## src/rtl/apb3s_pkg.sv

```systemverilog
// rtl/apb3s_pkg.sv - shared types, widths and address helper for the apb3s completer.
package apb3_pkg;

  typedef enum logic [0:0] {ST_IDLE, ST_ACCESS} apb3s_state_t;

  localparam int APB3_DW = 32;
  localparam int APB3_AW = 32;

  // Word index of a byte address, wrapped to the array depth (depth is a power of 2).
  function automatic logic [APB3_AW-1:0] apb3_word_idx(input logic [APB3_AW-1:0] addr,
                                                      input int unsigned depth);
    return (addr >> 2) & APB3_AW'(depth - 32'd1);
  endfunction

endpackage

```

## src/rtl/apb3s_if.sv

```systemverilog
// rtl/apb3s_if.sv - APB3 bus bundle with initiator (master) and completer (slave) views.
interface apb3s_if;
  import apb3_pkg::*;

  logic               psel;
  logic               penable;
  logic               pwrite;
  logic [APB3_AW-1:0] paddr;
  logic [APB3_DW-1:0] pwdata;
  logic [APB3_DW-1:0] prdata;
  logic               pready;
  logic               pslverr;

  modport master (
    output psel, penable, pwrite, paddr, pwdata,
    input  prdata, pready, pslverr
  );

  modport slave (
    input  psel, penable, pwrite, paddr, pwdata,
    output prdata, pready, pslverr
  );

endinterface

```

## src/rtl/apb3s_mem.sv

```systemverilog
// rtl/apb3s_mem.sv - word array: one synchronous write port, one combinational read port, async clear.
module apb3s_mem
  import apb3_pkg::*;
#(
  parameter int prm_DEPTH = 64,
  parameter int IW        = 6
) (
  input  logic               pclk,
  input  logic               presetn,
  input  logic               we,
  input  logic [IW-1:0]      waddr,
  input  logic [APB3_DW-1:0] wdata,
  input  logic [IW-1:0]      raddr,
  output logic [APB3_DW-1:0] rdata
);

  logic [APB3_DW-1:0] mem_q [prm_DEPTH];

  always_ff @(posedge pclk or negedge presetn) begin
    if (!presetn) begin
      for (int i = 0; i < prm_DEPTH; i++) begin
        mem_q[i] <= '0;
      end
    end else if (we) begin
      mem_q[waddr] <= wdata;
    end
  end

  assign rdata = mem_q[raddr];

endmodule

```

## src/rtl/apb3s.sv

```systemverilog
// rtl/apb3s.sv - APB3 completer memory model with fixed wait states; APB3S_PSLVERR_EN drives pslverr.
module apb3s
  import apb3_pkg::*;
#(
  parameter int prm_DEPTH = 64,
  parameter int prm_WAIT  = 0
) (
  input  logic     pclk,
  input  logic     presetn,
  apb3s_if.slave   bus
);

  localparam int                 IW       = (prm_DEPTH > 1) ? $clog2(prm_DEPTH) : 1;
  localparam logic [APB3_AW-1:0] ADDR_LIM = APB3_AW'(4 * prm_DEPTH);
  localparam logic [3:0]         WAIT4    = 4'(prm_WAIT);
`ifdef APB3S_PSLVERR_EN
  localparam logic ERR_EN = 1'b1;
`else
  localparam logic ERR_EN = 1'b0;
`endif

  apb3s_state_t       state_q, state_d;
  logic [3:0]         cnt_q, cnt_d;
  logic               pready_q, pready_d;
  logic               pslverr_q, pslverr_d;
  logic [APB3_DW-1:0] prdata_q, prdata_d;
  logic               write_q, write_d;
  logic               err_q, err_d;
  logic [IW-1:0]      idx_q, idx_d;
  logic [APB3_DW-1:0] wdata_q, wdata_d;

  logic               setup_err;
  logic [IW-1:0]      setup_idx;
  logic               mem_we;
  logic [APB3_DW-1:0] mem_rdata;

  assign setup_err = (bus.paddr[1:0] != 2'b00) || (bus.paddr >= ADDR_LIM);
  assign setup_idx = IW'(apb3_word_idx(bus.paddr, unsigned'(prm_DEPTH)));

  apb3s_mem #(
    .prm_DEPTH (prm_DEPTH),
    .IW        (IW)
  ) u_mem (
    .pclk    (pclk),
    .presetn (presetn),
    .we      (mem_we),
    .waddr   (idx_q),
    .wdata   (wdata_q),
    .raddr   (setup_idx),
    .rdata   (mem_rdata)
  );

  always_comb begin
    state_d   = state_q;
    cnt_d     = cnt_q;
    pready_d  = pready_q;
    pslverr_d = pslverr_q;
    prdata_d  = prdata_q;
    write_d   = write_q;
    err_d     = err_q;
    idx_d     = idx_q;
    wdata_d   = wdata_q;
    mem_we    = 1'b0;
    case (state_q)
      ST_IDLE: begin
        if (bus.psel && !bus.penable) begin
          state_d  = ST_ACCESS;
          write_d  = bus.pwrite;
          idx_d    = setup_idx;
          wdata_d  = bus.pwdata;
          err_d    = setup_err;
          cnt_d    = WAIT4;
          // Read data is captured here, so it reflects memory before any later write.
          prdata_d = (!bus.pwrite && !setup_err) ? mem_rdata : '0;
          if (WAIT4 == 4'd0) begin
            pready_d  = 1'b1;
            pslverr_d = setup_err && ERR_EN;
          end
        end
      end
      ST_ACCESS: begin
        if (!bus.psel) begin
          state_d   = ST_IDLE;
          cnt_d     = 4'd0;
          pready_d  = 1'b0;
          pslverr_d = 1'b0;
          prdata_d  = '0;
        end else if (pready_q) begin
          if (bus.penable) begin
            mem_we    = write_q && !err_q;
            state_d   = ST_IDLE;
            pready_d  = 1'b0;
            pslverr_d = 1'b0;
            prdata_d  = '0;
          end
        end else if (cnt_q > 4'd1) begin
          cnt_d = cnt_q - 4'd1;
        end else begin
          cnt_d     = 4'd0;
          pready_d  = 1'b1;
          pslverr_d = err_q && ERR_EN;
        end
      end
      default: state_d = ST_IDLE;
    endcase
  end

  always_ff @(posedge pclk or negedge presetn) begin
    if (!presetn) begin
      state_q   <= ST_IDLE;
      cnt_q     <= 4'd0;
      pready_q  <= 1'b0;
      pslverr_q <= 1'b0;
      prdata_q  <= '0;
      write_q   <= 1'b0;
      err_q     <= 1'b0;
      idx_q     <= '0;
      wdata_q   <= '0;
    end else begin
      state_q   <= state_d;
      cnt_q     <= cnt_d;
      pready_q  <= pready_d;
      pslverr_q <= pslverr_d;
      prdata_q  <= prdata_d;
      write_q   <= write_d;
      err_q     <= err_d;
      idx_q     <= idx_d;
      wdata_q   <= wdata_d;
    end
  end

  assign bus.prdata  = prdata_q;
  assign bus.pready  = pready_q;
  assign bus.pslverr = pslverr_q;

endmodule
```

## src/flat_wrapper.sv

```systemverilog
// flat-port wrapper written by rule: the top's interface ports become plain ports
module apb3s_flat import apb3_pkg::*;
#(
  parameter int prm_DEPTH = 64,
  parameter int prm_WAIT  = 0
)
  (pclk, presetn, bus_psel, bus_penable, bus_pwrite, bus_paddr, bus_pwdata, bus_prdata, bus_pready, bus_pslverr);
  apb3s_if bus_i ();
  input  logic pclk;
  input  logic presetn;
  input wire logic [$bits(bus_i.psel)-1:0] bus_psel;
  input wire logic [$bits(bus_i.penable)-1:0] bus_penable;
  input wire logic [$bits(bus_i.pwrite)-1:0] bus_pwrite;
  input wire logic [$bits(bus_i.paddr)-1:0] bus_paddr;
  input wire logic [$bits(bus_i.pwdata)-1:0] bus_pwdata;
  output wire logic [$bits(bus_i.prdata)-1:0] bus_prdata;
  output wire logic [$bits(bus_i.pready)-1:0] bus_pready;
  output wire logic [$bits(bus_i.pslverr)-1:0] bus_pslverr;
  assign bus_i.psel = bus_psel;
  assign bus_i.penable = bus_penable;
  assign bus_i.pwrite = bus_pwrite;
  assign bus_i.paddr = bus_paddr;
  assign bus_i.pwdata = bus_pwdata;
  assign bus_prdata = bus_i.prdata;
  assign bus_pready = bus_i.pready;
  assign bus_pslverr = bus_i.pslverr;
  apb3s #(.prm_DEPTH(prm_DEPTH), .prm_WAIT(prm_WAIT)) u_core (.pclk(pclk), .presetn(presetn), .bus(bus_i));
endmodule
```

## config.mk

```make
export PLATFORM = sky130hd
export DESIGN_NAME = apb3s_flat
export DESIGN_NICKNAME = d
export VERILOG_FILES = /design/src/rtl/apb3s_pkg.sv /design/src/rtl/apb3s_if.sv /design/src/rtl/apb3s_mem.sv /design/src/rtl/apb3s.sv /design/src/flat_wrapper.sv
export SDC_FILE = /design/constraint.sdc
export NUM_CORES = 2
export LEC_CHECK = 0
export BUFFER_PORTS_ARGS = -buffer_cell sky130_fd_sc_hd__buf_2
export CAP_MARGIN = 20
export CORE_MARGIN = 3
export CORE_UTILIZATION = 50
export CTS_BUF_LIST = sky130_fd_sc_hd__clkbuf_4 sky130_fd_sc_hd__clkbuf_8 sky130_fd_sc_hd__clkbuf_16
export CTS_CLUSTER_SIZE = 25
export DETAILED_ROUTE_END_ITERATION = 10
export PLACE_DENSITY = 0.7
export SLEW_MARGIN = 20
export SYNTH_ARGS = -nofsm -noshare
export SYNTH_HDL_FRONTEND = slang
export SYNTH_SLANG_ARGS = --single-unit
```

## constraint.sdc

```tcl
create_clock -name pclk -period 3.26 [get_ports pclk]
set_clock_uncertainty 0.1 [all_clocks]
set_input_delay 0.489 -clock pclk [delete_from_list [all_inputs] [get_ports pclk]]
set_output_delay 0.489 -clock pclk [all_outputs]
set_load 0.01 [all_outputs]
```

==> flow_summary.toml <==
[clock_network]
htreeDepth = 4
clock-sinks = 2126
cts_buffer_depth = 3
clockRootBuffer = "clkbuf_16"
cts_tree = "yes"
insertion_delay_ns = 0.85
cts_made_buffers = 216
clk_pin_slew_ns = 0.07

[synthesis]
syn_area_mm2 = 0.0957
ys_types = 68
async_reset_ff_share_pct = 100
syn_inst = 6126
synth_edf_count = 0
mappedNetlistNets = 6197
yosysWarnings = 0
synth_area_per_cell_um2 = 15.6
synth_flop_cell = "dfrtp_1"
ys_ff_latch = 2126
ys_seq_area_share_pct = 55.6

[global_routing]
grt_max_degree = 100
antenna_found_initial = 4
grt_pass1_vias = 58900
grt_pass1_wl_um = 386000
gr-total-overflow = 0
grt_use_total_pct = 26.0

[worst_hold_path]
hold_class = "in2reg"
min_from = "bus_penable"
min_path_cells = 4
worstHoldEndpoint = "u_core.bus.pready"

[timing]
worst_slack_ns = 0.188
clock.fmax_mhz = 325
rsz0062_at_grt = "no"
finalSetupViolations = 0
min_period_ns = 3.07
period_share_pct = 94.2
worst_pin_slew_ns = 1.14
slew_headroom_pct = 24.0
hold_violations = 0
drv_slew = 0

[floorplanning]
rows = 159
core_mm2 = 0.189
initial_utilization_pct = 50.7
die_x_um = 444
die_area_mm2 = 0.197
io_pins = 103
die_height_um = 444

[layout]
nNetsFinal = 6278
final_util_pct = 57.7
multi_input_area_mm2 = 0.0401
layout-drive-gt1-share_pct = 55.4
final_cell_count_no_fill = 8888
syn2layout_area_growth_pct = 14.0
seqCellArea_mm2 = 0.0533
fillers = 14400

[setup_path]
r2r.worst_path.cells = 9
cpMostUsedCell = "buf_4"
startpoint_type = "flop"
critPathArrivalTime_ns = 3.74
timing.critical_path.slowest_stage_cell = "nor3b_4"
crit_family = "simple AND/OR/NAND/NOR gates"
path_class = "reg2reg"
worstReg2RegEnd = "u_core.bus.prdata[26]"
reg2reg_from = "u_core.state_q"
rrSetupSlack_ns = 0.19
cp.required_ns = 3.92
cp_num_buf_inv = 4
end_kind = "flop"
critPathMaxStageDelay_ns = 0.51
crit_fanout = 10
crit_chain = "buf_4 -> nor3b_4 -> nand4_1 -> buf_4 -> a2111oi_2 -> buf_4 -> buf_4 -> nand4_1 -> o21ai_0"

[place]
gp_congestion = 0.813
hpwlAfterDp_um = 153000
dp_slack_ns = -0.621
portBuffers = 101
dp_cells = 8447

[pwr]
leakagePower_nw = 53.0
power_density_mw_per_mm2 = 521
peakVddDrop_v = 0.000438

[routing]
drtIter0Drc = 4123
ant_nets = 0
wirelength_um = 254000
vias = 55300
first_pass_iters = 5
routed_via_density = 6.22
drc = 0
post_drt_wl_per_cell_um = 28.6

[status]
status = "finished, final reports clean"

[job]
max_cap_viol_count = 0
==> layout by cell type, fill, tap and decap left out, types with 8 or more instances in the layout <==
cell type,count
nand2_2,24
a22oi_1,10
buf_12,115
mux2_2,2099
a21oi_1,8
mux2i_1,173
dfrtp_1,2094
dlygate4sd3_1,36
mux2_1,14
nor2_1,47
bufinv_16,18
nand4_1,17
mux4_2,476
nor2_4,17
buf_2,96
a211oi_1,27
nand3_1,20
o22ai_1,99
buf_4,230
dfrtp_4,23
dfrtp_2,9
nand2b_1,10
clkinv_2,34
nor3_2,21
o21ai_0,49
clkbuf_16,218
clkbuf_8,59
nand2_1,101
or3_1,10
a221oi_1,11
clkbuf_4,51
nor3_1,27
a31oi_1,10
==> worst min-delay path: cells and delay by family <==
kind	cells	cell delay (ns)
AND/OR/NAND/NOR	2	0.20
buffers and inverters	1	0.19
AO/OA/AOI/OAI	1	0.08
==> worst max path at each step <==
stage / start / endpoint / cells past startpoint
2_1_floorplan: bus_paddr[2] / u_core.bus.prdata[0] / 7
3_3_place_gp: bus_penable / u_core.bus.prdata[26] / 8
3_5_place_dp: bus_penable / u_core.bus.prdata[26] / 8
4_1_cts: u_core.state_q / u_core.bus.prdata[26] / 9
5_1_grt: u_core.state_q / u_core.bus.prdata[26] / 9
6_report: u_core.state_q / u_core.bus.prdata[26] / 9
==> kinds of logic (layout without fill, tap and decap cells) <==
logic type | after synthesis | count (layout) | share of synthesized area (%)
adder cells (fa/ha/maj) | 2 | 2 | 0.0261
buffers and inverters | 623 | 889 | 2.85
AO/OA/AOI/OAI | 263 | 263 | 1.85
AND/OR/NAND/NOR | 349 | 349 | 1.84
other | 1 | 2 | 0.00392
multiplexers | 2762 | 2762 | 37.9
flip-flops | 2126 | 2126 | 55.6
==> state kept, by name, summed over array words and instances (netlist names) <==
register            flops
u_core.state_q          1
u_core.u_mem.mem_q   2048
u_core.wdata_q         32
u_core.write_q          1
u_core.idx_q            6
u_core.bus.prdata      32
u_core.bus.pready       1
u_core.err_q            1
u_core.cnt_q            4
==> what timing repair did <==
action	4_1_cts	5_1_grt
gates resized for setup	1	0
endpoints found under the setup margin	31	0
hold buffers	36	0
hold endpoints to repair	65	0
setup buffers	1	0
==> cell usage after synthesis (all sizes together) (5+ instances only) <==
cell	number	area share, %
dfrtp	2126	56
mux2	2113	25
mux4	476	11
clkbuf	322	1.3
buf	295	1.6
mux2i	173	1.8
nand2	125	0.49
o22ai	99	0.65
nor2	64	0.26
o21ai	50	0.26
nor3	49	0.27
a211oi	28	0.22
nand3	21	0.12
nand4	17	0.11
nor4	13	0.13
a221oi	11	0.10
a22oi	10	0.078
a31oi	10	0.065
nand2b	10	0.065
or3	10	0.065
a21oi	9	0.047
a221o	7	0.073
a2111oi	6	0.056
inv	6	0.024
nor2b	6	0.039
o211ai	6	0.047
o311a	5	0.052
==> layout make-up <==
type | instances | share of cell area, %
well taps | 2495 | 2.86
multi-input cells | 3377 | 36.8
flip-flops and latches | 2126 | 48.8
clock inverters | 75 | 0.903
diodes | 1 | 0.00229
clock buffers | 328 | 6.09
repair buffers | 480 | 4.50
inverters | 6 | 0.0206
==> per-stage QoR <==
step           power (mW)  setup TNS [ns]  hold WS, ns  area [um2]
6_report             56.8               0       0.0605      109000
5_1_grt              58.7               0       0.0623      109000
4_1_cts              57.3               0      0.00478      109000
3_5_place_dp         31.1          -12.14        0.372      101000
3_3_place_gp         31.0          -13.49        0.363      101000
2_1_floorplan        29.2               0       0.0934       95700
==> report_power, final <==
group / switching (mW) / internal [mW]
combinational: 1.80 / 0.964
sequential: 1.41 / 26.5
clock: 10.6 / 15.5
==> routing by layer <==
metal  global-route usage (%)  up-vias  part of all wire (%)
li1                         -    22900                     -
met1                     35.3    30400                    43
met2                     42.3     1515                    48
met3                     3.89      474                   4.8
met4                     10.3        0                   4.3
met5                        0        -                     0
(Power assumes the default switching activity.)
